## src/rtl/jump_target_unit.sv

```systemverilog
// Next-PC target generator with a registered valid/ready output stage.
// The optional return-address stack is built only when JUMP_TGT_RAS_EN is defined.
module jump_target_unit #(
    parameter int ADDR_W    = 32,
    parameter int IDX_W     = 26,
    parameter int IMM_W     = 16,
    parameter int RAS_DEPTH = 4
) (
    input  logic                           clk,
    input  logic                           reset,
    input  logic                           req_valid,
    output logic                           req_ready,
    input  logic [1:0]                     req_mode,
    input  logic                           req_link,
    input  logic                           req_ret,
    input  logic [ADDR_W-1:0]              req_pc_plus4,
    input  logic [IDX_W-1:0]               req_index,
    input  logic [IMM_W-1:0]               req_imm,
    input  logic [ADDR_W-1:0]              req_reg,
    input  logic                           flush,
    output logic                           tgt_valid,
    input  logic                           tgt_ready,
    output logic [ADDR_W-1:0]              tgt_addr,
    output logic                           tgt_taken,
    output logic                           tgt_ras_hit,
    output logic [$clog2(RAS_DEPTH+1)-1:0] ras_count
);

    localparam int CNT_W = $clog2(RAS_DEPTH + 1);

    localparam logic [1:0] MODE_SEQ    = 2'b00;
    localparam logic [1:0] MODE_JUMP   = 2'b01;
    localparam logic [1:0] MODE_BRANCH = 2'b10;
    localparam logic [1:0] MODE_REG    = 2'b11;

    // The low IDX_W+2 bits are replaced; any remaining upper bits come from pc_plus4.
    function automatic logic [ADDR_W-1:0] jump_target(input logic [ADDR_W-1:0] pc,
                                                      input logic [IDX_W-1:0]  idx);
        logic [ADDR_W-1:0] t;
        t = pc;
        t[IDX_W+1:0] = {idx, 2'b00};
        return t;
    endfunction

    function automatic logic [ADDR_W-1:0] branch_target(input logic [ADDR_W-1:0] pc,
                                                        input logic [IMM_W-1:0]  imm);
        logic signed [ADDR_W-1:0] off;
        off = {{(ADDR_W-IMM_W){imm[IMM_W-1]}}, imm};
        return pc + $unsigned(off <<< 2);
    endfunction

    logic              vld_p1;
    logic [ADDR_W-1:0] addr_p1;
    logic              taken_p1;
    logic              hit_p1;

    logic              accept_p0;
    logic              pop_p0;
    logic [ADDR_W-1:0] ras_top_p0;
    logic [ADDR_W-1:0] addr_p0;

    assign req_ready = !flush && (!vld_p1 || tgt_ready);
    assign accept_p0 = req_valid && req_ready;

`ifdef JUMP_TGT_RAS_EN
    localparam int PTR_W = (RAS_DEPTH > 1) ? $clog2(RAS_DEPTH) : 1;

    logic [ADDR_W-1:0] ras_mem [RAS_DEPTH];
    logic [PTR_W-1:0]  ras_ptr;
    logic [PTR_W-1:0]  top_idx;
    logic [CNT_W-1:0]  ras_cnt;
    logic              push_p0;

    // ras_ptr is the next free slot; the pointer wraps so a full stack overwrites its oldest entry.
    assign top_idx    = ras_ptr - PTR_W'(1);
    assign ras_top_p0 = ras_mem[top_idx];
    assign pop_p0     = accept_p0 && (req_mode == MODE_REG) && req_ret && (ras_cnt != '0);
    assign push_p0    = accept_p0 && req_link;
    assign ras_count  = ras_cnt;

    always_ff @(posedge clk) begin
        if (reset) begin
            ras_ptr <= '0;
            ras_cnt <= '0;
            for (int i = 0; i < RAS_DEPTH; i++) begin
                ras_mem[i] <= '0;
            end
        end else if (push_p0 && pop_p0) begin
            ras_mem[top_idx] <= req_pc_plus4;
        end else if (push_p0) begin
            ras_mem[ras_ptr] <= req_pc_plus4;
            ras_ptr          <= ras_ptr + PTR_W'(1);
            if (ras_cnt != CNT_W'(RAS_DEPTH)) begin
                ras_cnt <= ras_cnt + CNT_W'(1);
            end
        end else if (pop_p0) begin
            ras_ptr <= top_idx;
            ras_cnt <= ras_cnt - CNT_W'(1);
        end
    end
`else
    logic unused_ras;

    assign unused_ras = req_link ^ req_ret;
    assign pop_p0     = 1'b0;
    assign ras_top_p0 = '0;
    assign ras_count  = '0;
`endif

    // Stage p0: select the target for the request being offered
    always_comb begin
        addr_p0 = req_pc_plus4;
        case (req_mode)
            MODE_SEQ:    addr_p0 = req_pc_plus4;
            MODE_JUMP:   addr_p0 = jump_target(req_pc_plus4, req_index);
            MODE_BRANCH: addr_p0 = branch_target(req_pc_plus4, req_imm);
            MODE_REG:    addr_p0 = pop_p0 ? ras_top_p0 : req_reg;
            default:     addr_p0 = req_pc_plus4;
        endcase
    end

    // Stage p1: output register; flush drops valid but keeps the last address
    always_ff @(posedge clk) begin
        if (reset) begin
            vld_p1   <= 1'b0;
            addr_p1  <= '0;
            taken_p1 <= 1'b0;
            hit_p1   <= 1'b0;
        end else if (flush) begin
            vld_p1 <= 1'b0;
        end else if (accept_p0) begin
            vld_p1   <= 1'b1;
            addr_p1  <= addr_p0;
            taken_p1 <= (req_mode != MODE_SEQ);
            hit_p1   <= pop_p0;
        end else if (tgt_ready) begin
            vld_p1 <= 1'b0;
        end
    end

    assign tgt_valid   = vld_p1;
    assign tgt_addr    = addr_p1;
    assign tgt_taken   = taken_p1;
    assign tgt_ras_hit = hit_p1;

endmodule

```

## config.mk

```make
export PLATFORM = sky130hd
export DESIGN_NAME = jump_target_unit
export DESIGN_NICKNAME = d
export VERILOG_FILES = /design/src/rtl/jump_target_unit.sv
export SDC_FILE = /design/constraint.sdc
export NUM_CORES = 1
export LEC_CHECK = 0
export BUFFER_PORTS_ARGS = -buffer_cell sky130_fd_sc_hd__buf_2
export CORE_UTILIZATION = 47
export DETAILED_ROUTE_END_ITERATION = 16
export GPL_ROUTABILITY_DRIVEN = 0
export GPL_TIMING_DRIVEN = 0
export MAX_ROUTING_LAYER = met4
export PLACE_DENSITY_LB_ADDON = 0.3
export SKIP_CTS_REPAIR_TIMING = 1
export SYNTH_ARGS = -nofsm -noshare
export SYNTH_HDL_FRONTEND = slang
export SYNTH_SLANG_ARGS = --single-unit
```

## constraint.sdc

```tcl
create_clock -name clk -period 3.67 [get_ports clk]
set_clock_uncertainty 0.15 [all_clocks]
set_input_delay 0.734 -clock clk [delete_from_list [all_inputs] [get_ports clk]]
set_output_delay 0.734 -clock clk [all_outputs]
set_load 0.03 [all_outputs]
```

==> results of run 1 <==
## worst max path at each step
| stage | cells after the start | start | slack (ps) | to |
|---|---|---|---|---|
| floorplan | 9 | req_pc_plus4[2] | 730 | tgt_addr[14] |
| global placement | 10 | req_pc_plus4[2] | 330 | tgt_addr[14] |
| detailed placement | 10 | req_pc_plus4[2] | 260 | tgt_addr[14] |
| CTS | 10 | req_pc_plus4[2] | 570 | tgt_addr[14] |
| global route | 10 | req_imm[15] | 350 | tgt_addr[31] |
| finish | 10 | req_pc_plus4[2] | 500 | tgt_addr[14] |
## cell usage in the layout, fill, tap and decap left out, drive strengths merged, types with 9 or more instances in the layout
cell,synthesis,layout
nor2,37,37
xnor2,10,10
nand4,14,14
o21ai,45,45
clkbuf,21,26
nor3,14,14
nand2,62,62
nand3,10,10
mux2,12,12
dfxtp,34,34
mux4,9,9
xor2,10,10
buf,9,154
a21oi,51,51
ha,29,29
## routing by layer
layer	GRT usage	wire, um	share of wire
met2	0.495	5890	0.45
met1	0.409	5570	0.42
met5	-	0	0
met4	0.145	311	0.024
met3	0.0867	1430	0.11
## flip-flops by register name, summed over array words and instances (netlist names)
register,cells
tgt_addr,32
tgt_valid,1
tgt_taken,1
## logic make-up after synthesis
kind of cell             Yosys count  synth area share
XOR/XNOR                          20            0.0477
adder cells (fa/ha/maj)           30             0.104
AO/OA/AOI/OAI                    173             0.303
flip-flops                        34             0.185
buffers and inverters             38            0.0436
AND/OR/NAND/NOR                  162             0.210
other                              1           0.00102
multiplexers                      26             0.106
## report_power, final
part	leakage (nW)	switching (W)	total (W)	internal, W
registers	0.279	0.0000137	0.000409	0.000395
logic	1.71	0.000392	0.000638	0.000247
clock network	0.0683	0.000171	0.000444	0.000273
## layout make-up
type / instances / area share
Buffer: 30 / 0.0279
Clock inverter: 3 / 0.0147
Inverter: 8 / 0.00643
Clock buffer: 5 / 0.0147
Tap cell: 99 / 0.0265
Sequential cell: 34 / 0.146
Timing Repair Buffer: 145 / 0.155
Multi-Input combinational cell: 415 / 0.609
## per-stage QoR
| step | std cells | hold slack, ps | util |
|---|---|---|---|
| global route | 739 | 326 | 0.630 |
| detailed placement | 731 | 294 | 0.612 |
| global placement | 731 | 286 | 0.612 |
| floorplan | 487 | 424 | - |
| finish | 739 | 304 | 0.630 |
| CTS | 739 | 307 | 0.630 |
## critical path: cells and delay by family
kind                     cells  cell delay (ps)
AO/OA/AOI/OAI                4             1000
XOR/XNOR                     1              160
multiplexers                 1              470
AND/OR/NAND/NOR              1              120
buffers and inverters        1              110
adder cells (fa/ha/maj)      2              640
==> results by stage, run 1 <==
Outcome:
- The flow ran to the end, and the final reports show no timing, DRC or antenna violations.

Pwr:
- The leakage component of the power is roughly 2 nW.
- Power spread over the standard cell area amounts to ~320 mW/mm2.
- Power comes to 0.00149 W.
- Across the VDD grid, the largest voltage drop is 0.145 mV.

Yosys:
- The share of the Yosys chip area taken by registers is 0.185.
- The area fraction of the dominant cell type after synthesis is 0.185.
- Synthesis produced a netlist whose cell count is 484.
- For this run, the number of Yosys warnings is 0.
- The leading area contributor after synthesis is dfxtp_1.
- The async set-reset flop share out of synthesis is 0.
- The post-synthesis instance area is approximately 0.0037 mm2.
- The netlist uses around 70 different library cells.
- The most common cell in the netlist is nand2_1.
- The synthesized design contains 0 enable-type register cells.
- Among all flip-flop cells after synthesis, the most frequent one is dfxtp_1.
- By area the synthesized netlist is led by dfxtp_1 (19%), ha_1 (9.9%), a21oi_1 (7.0%), nand2_1 (6.1%), mux4_2 (5.5%).
- The count of state elements after synthesis is 34.
- Each instance of the synthesized netlist takes up on average approximately 7.6 um2.
- In the synthesized netlist, the cells that appear most often are nand2_1 (60), a21oi_1 (51), o21ai_0 (40), nor2_1 (37), dfxtp_1 (34).

Worst hold path:
- For hold timing, the worst endpoint is tgt_addr[2].
- The worst hold path belongs to the class reg2reg.
- Counting instances, the worst hold path has a depth of 2.
- The worst hold path begins at tgt_addr[2].

Worst setup path:
- Traced cell by cell, the critical path runs through buf_2 > ha_1 > fa_1 > a21oi_1 > o21ai_0 > o21ai_0 > nand2_1 > xor2_1 > mux4_2 > a22o_1.
- For this run, the slowest stage of the critical path takes roughly 470 ps.
- The most frequent cell on the critical path is o21ai_0.
- The required time at the worst-slack endpoint is 3730 ps.
- The flop-to-flop setup slack is roughly 930 ps.
- The worst endpoint data arrival time is 3220 ps.
- The largest fanout on the critical path is 3.
- The worst setup path is captured at a flip-flop.
- The slowest stage of the critical path is the mux4_2 cell.
- The worst-case reg-to-reg path depth is 6.
- The worst setup path is of the in2reg kind.
- The startpoint identified for the worst register-to-register timing path is tgt_valid.
- In this run the critical register-to-register path is captured at tgt_addr[18].
- The worst setup path is launched from an input port.

CTS:
- The clock root buffer is clkbuf_8.
- The clock slew seen by the registers of the worst setup and hold paths is about 90 ps.
- At the later pin of the worst-skew pair, clock insertion delay measures ~300 ps.
- The clock buffer count from CTS is 5.
- TritonCTS built the clock tree.
- The H-tree was split into 2 levels.
- Counting along the longest clock path gives a buffer depth of 2.
- The clock sink count is 34.

Routing:
- The final layout contains routed wiring with a total length of 13.2 mm.
- The pre-antenna-repair detailed-routing pass consisted of 5 iterations.
- The count of unresolved DRC violations after routing is 0.
- Dividing the detail-routed wire length by the instance count gives around 18 um.
- The detailed-route vias per instance is roughly 6.2.
- The violation count after the first detailed-routing iteration is 419.
- The total via count after detailed routing is 4578.
- In this run the remaining antenna-violating nets after routing total 0.

Global routing:
- The largest net degree at the start of global routing is 16.
- The number of global-route vias before repair is about 4400.
- The number of antenna violations at the first check in global routing was 0.
- The overall fraction of global-route tracks in use is 0.327.
- The global-route wire length before repair is ~21 mm.
- The total grt overflow is 0.

Floorplanning:
- The area enclosed by the die boundary is just over 0.008 mm2.
- The standard cell core area is 0.00741 mm2.
- The floorplan has 31 rows.
- Measured along the y axis, the die boundary spans approximately 90 um.
- In this run the horizontal extent of the chip is 90.4 um.
- For this design the top-level I/O count stands at ~150.
- For this configuration, the core starts out at a cell density of 0.496.

Final layout:
- The sequential cell area is 681 um2.
- From synthesis to final layout, the design area changed by 27.2%.
- The number of antenna diodes in the final layout is 0.
- The number of fill cells in the layout is 727.
- The final instance area is between 0.004 and 0.005 mm2.
- The layout net count is 784.
- In the final layout, the multi-input gates occupy around 0.0028 mm2.
- The share of final-layout standard cells stronger than drive strength 1 is 0.294.

STA:
- The worst-margin pin slew is 862 ps.
- The final hold violation count is 0.
- The fmax is approximately 320 MHz.
- The final critical delay including setup and external delays is approximately 3200 ps.
- The number of failing setup endpoints in the final timing report is 0.
- Setup repair after global routing left no endpoint under its margin.
- The relative slew slack is 0.423.
- The worst setup slack after layout is between 500 and 600 ps.
- The total count of max-transition violations in the final report is 0.
- The total negative slack is 0 ps.
- In the finished design, the share of the clock period the worst path needs comes to 0.862.

Placed design:
- The half-perimeter wire length after placement is around 10 mm.
- The post-placement cell area is 0.00453 mm2.
- Port buffering added 145 buffers.
- Prior to clock tree synthesis, the placed netlist has a worst setup slack of approximately 260 ps.

Job:
- The tool flagged a number of max-cap violations equal to 0.
(Power assumes the default switching activity.)
==> run 2, diff against run 1 <==
Settings changed: REMOVE_ABC_BUFFERS set to 1, SLEW_MARGIN set to 20.
==> results by stage, run 2 (same netlist as run 1, synthesis figures left out) <==
Routing:
- The detailed-routing iteration count for the pre-antenna-repair pass is 5 (unchanged).
- The final routed wire length divided by cell count is 17.1 um (-4.0%).
- The detailed-route vias per instance came to 6.25 (+0.96%).
- The count of unresolved DRC violations after routing is 0 (unchanged).
- The total detailed-routing wirelength was 12.2 mm (-7.5%).
- The total via count after detailed routing was 4453 (-2.7%).
- The violation count after the first detailed-routing iteration was 299 (-29%).
- The number of nets still failing antenna checks after routing is 0 (unchanged).

STA:
- The number of failing setup endpoints in the final timing report is 0 (unchanged).
- The final critical delay including setup and external delays is 3160 ps (-2.74 ps).
- The relative slew slack came to 0.444 (+0.0205).
- Setup repair after global routing left no endpoint under its margin.
- The share of the clock period used by the worst path came to 0.862 (about the same).
- The total negative slack is 0 ps (unchanged).
- The final hold violation count is 0 (unchanged).
- The fmax is 316 MHz (about the same).
- The hold slack is 302 ps (-1.88 ps).
- The total count of max-transition violations in the final report is 0 (unchanged).
- The worst-margin pin slew is 835 ps (-27.6 ps).

Worst setup path:
- The startpoint kind of the worst setup timing path is an input port.
- The reg-to-reg endpoint is tgt_addr[28].
- The flop-to-flop setup slack is 640 ps (-290 ps).
- The type of destination of the critical path is a flip-flop.
- The largest fanout on the critical path was 3 (unchanged).
- The worst endpoint data arrival time came to 3200 ps (-20 ps).
- The worst-case reg-to-reg path depth came to 8 (+2).
- Following the worst setup path forward leads to its endpoint at tgt_addr[14].
- The required time at the worst-slack endpoint came to 3710 ps (-20 ps).
- In this run the critical register-to-register path is launched from tgt_valid.
- The critical path start-end classification is in2reg.
- The startpoint of the most critical setup path is req_pc_plus4[2].

Outcome:
- The flow ran to the end, and the final reports show no timing, DRC or antenna violations.

Final layout:
- Leaving out fill and tap cells, the most frequent cell in the layout is buf_2.
- The flip-flop count of the largest register after layout was 32 (unchanged).
- The layout net count was 757 (-3.4%).
- The final instance area came to 0.00454 mm2 (-2.7%).
- The final cell count without fillers came to 712 (-3.7%).
- The library cells used most frequently in the layout, excluding fill and tap cells, are buf_2 (147), nand2_1 (60), a21oi_1 (51).
- The share of final-layout standard cells stronger than drive strength 1 was 0.305 (+0.0113).
- The number of fill cells in the layout came to 695 (-4.4%).
- Compared with the post-synthesis result, the final layout area differs by 23.8%.
- The number of diodes added for antenna fixing is 0 (unchanged).

Pwr:
- The power density normalized to cell area is 306 mW/mm2 (-4.2%).
- The leakage component of the power is 2.01 nW (-2.6%).
- The peak ir drop on the vdd network is 0.161 mV (+11%).

Global routing:
- The total grt overflow is 0 (unchanged).
- The number of antenna violations at the first check in global routing is 0 (unchanged).
- The number of global-route vias before repair was 4199 (-4.2%).
- The largest net degree at the start of global routing is 37 (+21).
- The overall fraction of global-route tracks in use is 0.304 (-0.0235).
- The global-route wire length before repair came to 19.8 mm (-5.5%).

Placed design:
- The total placed cells including tap cells is 704 (-3.7%).
- The number of input and output port buffers inserted is 147 (+1.4%).
- The half-perimeter wire length after placement is 9.45 mm (-9.1%).
- The post-placement cell area came to 0.00443 mm2 (-2.2%).

CTS:
- The clock buffer count from CTS came to 5 (unchanged).
- The clock sink count is 34 (unchanged).
- The cell sitting at the root of the clock tree is a clkbuf_8.
- The clock tree buffer depth came to 2 (unchanged).
- The TritonCTS clock tree is yes.
- The worst-skew pair later-pin latency was 290 ps (about the same).
- The clock slew seen by the registers of the worst setup and hold paths is 80 ps (about the same).
- The count of H-tree levels built during CTS was 2 (unchanged).

Floorplanning:
- The number of top-level pins is 154 (unchanged).
- The number of placement rows is 31 (unchanged).
- The standard cell core area is 0.00741 mm2 (unchanged).
- The die span in x is 90.4 um (unchanged).
- The area enclosed by the die boundary came to 0.00817 mm2 (unchanged).
- The initial standard-cell utilization of the core is 0.496 (unchanged).
- The chip height is 90.4 um (unchanged).

Job:
- The number of maximum-capacitance violations is 0 (unchanged).

Worst hold path:
- The worst hold path begins at tgt_addr[26].
- The type of the most critical hold path is reg2reg.
- The number of cells on the worst hold path is 2 (unchanged).
-- run 2: cell types whose count changed in the layout (fill, tap and decap cells not counted) --
cell       delta
buf_4         -4
nor2_2        +1
bufinv_16     -1
nor2b_2       +1
buf_1         -3
buf_6         +1
nor3b_4       +1
nor2_1        -1
clkinv_2      +2
clkinv_4      -1
nor2b_1       -1
clkbuf_1     -21
nor3b_2       -1
-- run 2: stage by stage --
step,util,total power (W),worst slack (ps)
floorplan,-,0.000823,639
global placement,0.596,0.00101,-710
detailed placement,0.599,0.00103,256
CTS,0.613,0.00138,540
global route,0.613,0.00147,358
finish,0.613,0.00139,507
-- run 2: how the worst min path moves through the flow --
stage	endpoint	slack, ps
global route	tgt_addr[6]	330
detailed placement	tgt_addr[3]	290
global placement	tgt_addr[26]	290
floorplan	tgt_addr[26]	420
CTS	tgt_addr[3]	310
finish	tgt_addr[26]	300
-- run 2: metal layers --
layer / vias to the layer above / global-route usage / wire length (um)
met4: 0 / 0.0847 / 235
met2: 237 / 0.499 / 5760
li1: 2108 / - / -
met1: 2078 / 0.388 / 5190
met3: 30 / 0.0455 / 1020
met5: - / - / 0
-- run 2: area by class of cell --
type | count | area, um2 | area share
clock buffers | 5 | 68.8 | 0.0151
clock inverters | 3 | 40.0 | 0.00881
inverters | 8 | 30.0 | 0.00661
multi-input cells | 415 | 2850 | 0.628
flip-flops and latches | 34 | 681 | 0.150
well taps | 99 | 124 | 0.0273
repair buffers | 148 | 747 | 0.164
-- run 2: report_power, final --
group / switching (W) / leakage [nW] / internal [W]
sequential: 0.0000126 / 0.279 / 0.000395
clock: 0.000160 / 0.0579 / 0.000200
combinational: 0.000378 / 1.67 / 0.000244
-- run 2: critical path, cell delays in order --
cell and delay [ps]:
buf_2 110, ha_1 230, fa_1 410, a21oi_1 290
o21ai_0 170, o21ai_0 330, nand2_1 120, xor2_1 160
mux4_2 470, a22o_1 180
